===== src/rtl/obstacle_map_reader.sv =====
// obstacle_map_reader: sweeps the obstacle generator's (x, y) query port
// across the play grid. Each row is packed into a bitmap and handed to a
// downstream consumer over a valid/ready handshake. At the end of the frame
// the number of obstacles found is checked against the obstacleCount value
// latched at start.
// Optional feature macro: OBSMAP_SKIP_EMPTY_EN. When it is defined, all-zero
// rows are never pushed to the consumer.
module obstacle_map_reader #(
  parameter int GRID_W = 14,
  parameter int GRID_H = 10
) (
  input  logic              clk,
  input  logic              nRst,
  input  logic              start,
  input  logic              s_reset,
  input  logic              obstacle,
  input  logic [3:0]        obstacleCount,
  output logic [3:0]        x,
  output logic [3:0]        y,
  output logic [GRID_W-1:0] row_data,
  output logic [3:0]        row_idx,
  output logic              row_valid,
  input  logic              row_ready,
  output logic              busy,
  output logic              done,
  output logic              mismatch
);

  localparam logic [3:0] LAST_X = 4'(GRID_W);
  localparam logic [3:0] LAST_Y = 4'(GRID_H);

  typedef enum logic [2:0] {
    IDLE  = 3'd0,
    SCAN  = 3'd1,
    PUSH  = 3'd2,
    CHECK = 3'd3,
    DONE  = 3'd4
  } state_t;

  state_t              state;
  logic [7:0]          count;
  logic [3:0]          latched_count;
  logic [GRID_W-1:0]   row_next_s;
  logic                last_col_s;

  // Row bitmap including the column sampled this cycle
  always_comb begin
    row_next_s = row_data;
    if ((x != 4'd0) && (x <= LAST_X)) begin
      row_next_s[x - 4'd1] = obstacle;
    end else begin
      row_next_s = row_data;
    end
  end

  assign last_col_s = (x == LAST_X);

  // Scan sequencer: query sweep, row packing, handshake and the frame count check
  always_ff @(posedge clk or negedge nRst) begin
    if (!nRst) begin
      state         <= IDLE;
      x             <= 4'd0;
      y             <= 4'd0;
      row_data      <= '0;
      row_idx       <= 4'd0;
      row_valid     <= 1'b0;
      busy          <= 1'b0;
      done          <= 1'b0;
      mismatch      <= 1'b0;
      count         <= 8'd0;
      latched_count <= 4'd0;
    end else if (s_reset) begin
      state     <= IDLE;
      x         <= 4'd0;
      y         <= 4'd0;
      row_data  <= '0;
      row_valid <= 1'b0;
      busy      <= 1'b0;
      done      <= 1'b0;
      mismatch  <= 1'b0;
    end else begin
      case (state)
        IDLE: begin
          done <= 1'b0;
          if (start) begin
            latched_count <= obstacleCount;
            count         <= 8'd0;
            mismatch      <= 1'b0;
            row_data      <= '0;
            x             <= 4'd1;
            y             <= 4'd1;
            busy          <= 1'b1;
            state         <= SCAN;
          end else begin
            x    <= 4'd0;
            y    <= 4'd0;
            busy <= 1'b0;
          end
        end

        SCAN: begin
          row_data <= row_next_s;
          count    <= count + {7'd0, obstacle};
          if (!last_col_s) begin
            x <= x + 4'd1;
          end else begin
            x <= 4'd0;
`ifdef OBSMAP_SKIP_EMPTY_EN
            if (row_next_s == '0) begin
              // Empty row: advance straight past the push
              if (y == LAST_Y) begin
                y     <= 4'd0;
                state <= CHECK;
              end else begin
                y        <= y + 4'd1;
                x        <= 4'd1;
                row_data <= '0;
              end
            end else begin
              row_idx   <= y;
              row_valid <= 1'b1;
              state     <= PUSH;
            end
`else
            row_idx   <= y;
            row_valid <= 1'b1;
            state     <= PUSH;
`endif
          end
        end

        PUSH: begin
          if (row_ready) begin
            row_valid <= 1'b0;
            if (y == LAST_Y) begin
              y     <= 4'd0;
              state <= CHECK;
            end else begin
              y        <= y + 4'd1;
              x        <= 4'd1;
              row_data <= '0;
              state    <= SCAN;
            end
          end else begin
            row_valid <= 1'b1;
          end
        end

        CHECK: begin
          mismatch <= (count != {4'b0000, latched_count});
          done     <= 1'b1;
          state    <= DONE;
        end

        DONE: begin
          done  <= 1'b0;
          busy  <= 1'b0;
          state <= IDLE;
        end

        default: begin
          state     <= IDLE;
          x         <= 4'd0;
          y         <= 4'd0;
          row_valid <= 1'b0;
          busy      <= 1'b0;
          done      <= 1'b0;
        end
      endcase
    end
  end

endmodule


===== config.mk =====
export PLATFORM = sky130hd
export DESIGN_NAME = obstacle_map_reader
export DESIGN_NICKNAME = d
export VERILOG_FILES = /design/src/rtl/obstacle_map_reader.sv
export SDC_FILE = /design/constraint.sdc
export NUM_CORES = 1
export LEC_CHECK = 0
export CAP_MARGIN = 10
export CORE_AREA = 2 2 82 64
export DETAILED_ROUTE_END_ITERATION = 16
export DIE_AREA = 0 0 84 66
export GPL_TIMING_DRIVEN = 0
export PLACE_DENSITY = 0.78
export SLEW_MARGIN = 20
export SYNTH_ARGS = -nofsm -noshare
export SYNTH_HDL_FRONTEND = slang
export SYNTH_SLANG_ARGS = --single-unit

===== constraint.sdc =====
create_clock -name clk -period 2.1 [get_ports clk]
set_input_delay 0.315 -clock clk [delete_from_list [all_inputs] [get_ports clk]]
set_output_delay 0.315 -clock clk [all_outputs]
set_load 0.005 [all_outputs]

Word level (Yosys, flattened, before mapping)
Index checks and enable logic that the tools add are counted.

operators by class
  add/sub/neg operators = 4
  $lt $le $gt $ge = 3
  equality and inequality tests = 18
  multiplexer cells = 39
  bitwise operators = 1
  reductions and logical operators = 21

operators with widths
  cell                   number
  $mux W14               5
  $pmux W14 S3           1
  $mux W4                7
  $pmux W4 S4            1
  $pmux W8 S2            1
  $ne A3 B3 Y1 const B   5
  $reduce_and A3 Y1      5
  $bwmux W14             1
  $mux W3                4
  $pmux W3 S4            1
  $pmux W4 S3            1
  $mux W1                10
  $ne A2 B1 Y1 const B   5
  $reduce_or A3 Y1       3
  $add A4 B1 Y4 const B  2
  $add A8 B1 Y8          1
  $eq A4 B4 Y1 const B   2
  $mux W8                1
  $ne A8 B4 Y1           1
  $reduce_bool A4 Y1     2
  $eq A3 B2 Y1 const B   2
  $pmux W1 S2            3
  $reduce_and A2 Y1      3
  $lt A4 B5 Y1 const B   1
  16 further kinds       18

storage, ports and cells
  bits in registers = 45
  input port bits = 10
  output and inout port bits = 30
  word-level logic and storage cells = 97

Logic depth before layout (Yosys ltp)
  depth in word-level cells = 9
  depth in mapped cells = 8
  gate-level depth less buffers = 7

Worst setup path after synthesis
Ideal clock, no wire load.

  kind = register -> register
  start point = reg y[0]
  end point = reg row_data[10]
  library setup time = 0.123 ns
  arrival = 1.468 ns
  required time = 1.977 ns
  slack = 0.508 ns
  stages on the path, launching flop included = 9
  path buffers = 1
  period minus slack after synthesis = 1.592 ns
  path through = dfrtp_1 > inv_1 > ha_1 > nand3b_1 > a31oi_1 > or2_4 > buf_4 > o21ai_1 > o21ai_1

between the ends
  longest elaborated chain between the ends = 3

ends and longest elaborated chain
  element                      RTL line  source
  start, declared              19        output logic [3:0] y,
  start signal, assigned       139       y <= y + 4'd1;
  $eq A4 B4 Y1                 135       if (y == LAST_Y) begin
  $ne A3 B3 Y1 (no line)       n/a
  $reduce_and A5 Y1 (no line)  n/a
  end signal, assigned         102       row_data <= row_next_s;
  end, declared                20        output logic [GRID_W-1:0] row_data,

No other way between the ends.
A chain may end at the register's enable or synchronous reset.

Worst setup path in the final report
  start point = in s_reset
  end point = reg count[4]

between the ends
  longest elaborated chain between the ends = 2

ends and longest elaborated chain
  element                      RTL line  source
  start, declared              15        input logic s_reset,
  $not A1 Y1 (no line)         n/a
  $reduce_and A3 Y1 (no line)  n/a
  end signal, assigned         103       count <= count + {7'd0, obstacle};
  end, declared                41        logic [7:0] count;

No other way between the ends.

==> reports/metrics.yaml <==
outcome:
  status: "completed"
timing:
  clock_skew_ps: 10.6
  rsz0062_at_grt: "no"
  worst_slack_ps: 179
  slew_headroom_pct: 63.3
  slew_violations: 0
  worst_pin_slew_ps: 551
  period_share_pct: 91.5
  fmax_mhz: 521
  final.min_clock_period_ps: 1920
  setup_viol: 0
  finalHoldViolCount: 0
synth:
  ys_ff_latch: 45
  async_reset_ff_share_pct: 100
  synth_nets: 277
  yosys_warnings: 0
  yosysTopAreaCellShare_pct: 46.0
  synth_area_sq_um: 2450
  yosys.area.top_type: "dfrtp_1"
  syn_avg_cell_area_sq_um: 9.31
  synth_cell_types: 47
  netlist_instances: 263
  ys.flop_type: "dfrtp_1"
  seq_area_frac_synth_pct: 46.0
  synth_common_cells: "dfrtp_1, o21ai_1, nand2_1"
  synth_edf_count: 0
  synthTopCellsByArea: "dfrtp_1, o21ai_1, nor2b_1"
  yosysMostFrequentCell: "dfrtp_1"
finish:
  fin_area_sq_um: 3020
  final_util_pct: 63.4
  antenna_cells: 0
  syn_to_final_growth_pct: 23.3
  drive_above_1_share_pct: 8.97
  nets: 325
clock_network:
  clockRootBuffer: "clkbuf_8"
  cts_tree: "built"
  cts_buffers: 5
  cts_setup_buffers: 0
  clk_latency_ps: 300
  clk_pin_slew_ps: 80
  cts_buffer_depth: 2
  clkSinkCount: 45
  htree_levels: 2
global_route:
  grt_max_degree: 30
  track_usage_pct: 22.3
  met3_usage_pct: 4.99
  grt_pass1_wl_microns: 9800
  globalRouteOverflowTotal: 0
  antenna_found_initial: 0
  busiest_layer: "met2"
  grt_pass1_vias: 2017
  use_met2_pct: 36.5
  grt_util_met1_pct: 30.5
critical_path:
  start_kind: "primary input"
  crit_top_cell: "nor2_1"
  path_max_fanout: 10
  cp-end-kind: "flop"
  path_cells: "clkdlybuf4s50_1 > clkbuf_1 > nor2_1 > and2_1 > buf_2 > nand4_1 > xor2_1 > nor2_1"
  worst-setup-path-type: "in2reg"
  cpPeakStageDelay_ps: 510
  critical_path_required_ps: 2280
  critPathTopFamily: "buffers and inverters"
  critPathBufInv: 3
  crit_arrival_ps: 2100
  slowest_stage: "clkdlybuf4s50_1"
place:
  port_buffers: 39
  dp_hpwl_microns: 4040
  dpl-instance-area_sq_um: 2930
  gp_routability_congestion: 0.920
  dp_slack_ps: -104
route:
  drt_iter0_markers: 124
  finalWirelength_microns: 5480
  antenna_left: 0
  wire_per_inst_microns: 14.7
  drcViolationCount: 0
  dr.pass1.iters: 4
  via_per_inst: 5.51
  vias: 2048
power_and_ir_drop:
  peakVddDrop_mv: 0.402
  leakage_uw: 0.00132
  powerDensity_nw_per_um2: 577
die:
  coreArea_sq_um: 4760
  die_x_microns: 84
  start_util_pct: 51.4
  design.die.area_sq_um: 5540
  die_h_microns: 66
  rows: 22
  num_io_pins: 40
hold_path:
  worstHoldPathType: "in2async"
run:
  max_cap_viol_count: 0
==> path summary, 6_finish.rpt <==
kind / from / to / slack (ps) / depth (start not counted)
worst min-delay path: nRst / y[1] / 470 / 2
min in group clk: row_idx[0] / row_idx[0] / 490 / 1
worst max register to register: y[0] / row_data[12] / 280 / 8
worst min register to register: row_idx[0] / row_idx[0] / 490 / 1
worst max-delay path: s_reset / count[4] / 180 / 8
max in group asynchronous: nRst / count[6] / 1150 / 3
==> worst reg2reg max path, stage by stage, from the launching register on <==
cell      delay [ps]
dfrtp_1          440
inv_1             90
ha_1             210
nand3b_1         190
a31oi_1          110
or2_4            270
buf_4            180
o21ai_1          130
o21ai_1           80
==> through the flow <==
stage | instances | power (uW) | hold slack, ps | setup TNS, ps
floorplan | 263 | 1120 | 19.4 | 0
global placement | 362 | 1220 | 470 | -21890
detailed placement | 363 | 1230 | 264 | -342
CTS | 372 | 1750 | 475 | 0
global route | 372 | 1840 | 511 | 0
finish | 372 | 1740 | 466 | 0
==> kinds of logic (layout without fill, tap and decap cells) <==
family / Yosys count / count (layout) / synth area share (%)
DFF: 45 / 45 / 46.0
buffers and inverters: 18 / 67 / 3.73
AOI/OAI and AO/OA: 77 / 77 / 18.2
muxes: 10 / 10 / 4.70
adders and majority gates: 4 / 4 / 2.04
and+or+nand+nor: 100 / 100 / 22.1
xor gates and xnor gates: 9 / 9 / 3.22
==> flip-flops by register name, indices dropped and copies added (netlist names) <==
| signal | cells |
|---|---|
| busy | 1 |
| count | 8 |
| done | 1 |
| latched_count | 4 |
| mismatch | 1 |
| row_data | 14 |
| row_idx | 4 |
| row_valid | 1 |
| state | 3 |
| x | 4 |
| y | 4 |
==> final cells by class <==
cell class	count	area (sq um)
sequential	45	1130
fill	433	1740
timing repair buffer	41	415
multi-input combinational	200	1230
buffer	14	76.3
clock buffer	8	80.1
inverter	4	15.0
tap	60	75.1
==> layout by cell type, fill, tap and decap left out, types with 2 or more instances in the layout <==
cell	instances
dfrtp_1	45
clkdlybuf4s50_1	38
o21ai_1	30
nand2_1	24
nor2b_1	20
nor2_1	20
a21oi_1	20
clkbuf_1	9
mux2_1	8
xor2_1	8
a31oi_1	7
buf_2	5
nand2b_1	5
nand3_1	5
o21ai_0	5
clkbuf_8	5
o41ai_1	4
and3_1	4
nand4_1	4
ha_1	4
inv_1	3
buf_4	3
nor2_4	3
nand3b_1	2
and2_1	2
a21oi_2	2
a211oi_1	2
nor4_1	2
==> what timing repair did <==
action / CTS / global route
endpoints found under the hold margin: 16 / 0
hold buffers: 1 / 0
gates resized for setup: 0 / 0
==> where the power goes <==
group | switching, uW | internal (uW)
Sequential | 39.1 | 899
Combinational | 159 | 119
Clock | 288 | 237
Total | 486 | 1250
==> routing by layer <==
metal | part of all wire, % | vias to the layer above
met2 | 45 | 49
met5 | 0 | -
met1 | 50 | 973
li1 | - | 1022
met3 | 4.0 | 4
met4 | 0.73 | 0
(Power assumes the default switching activity.)
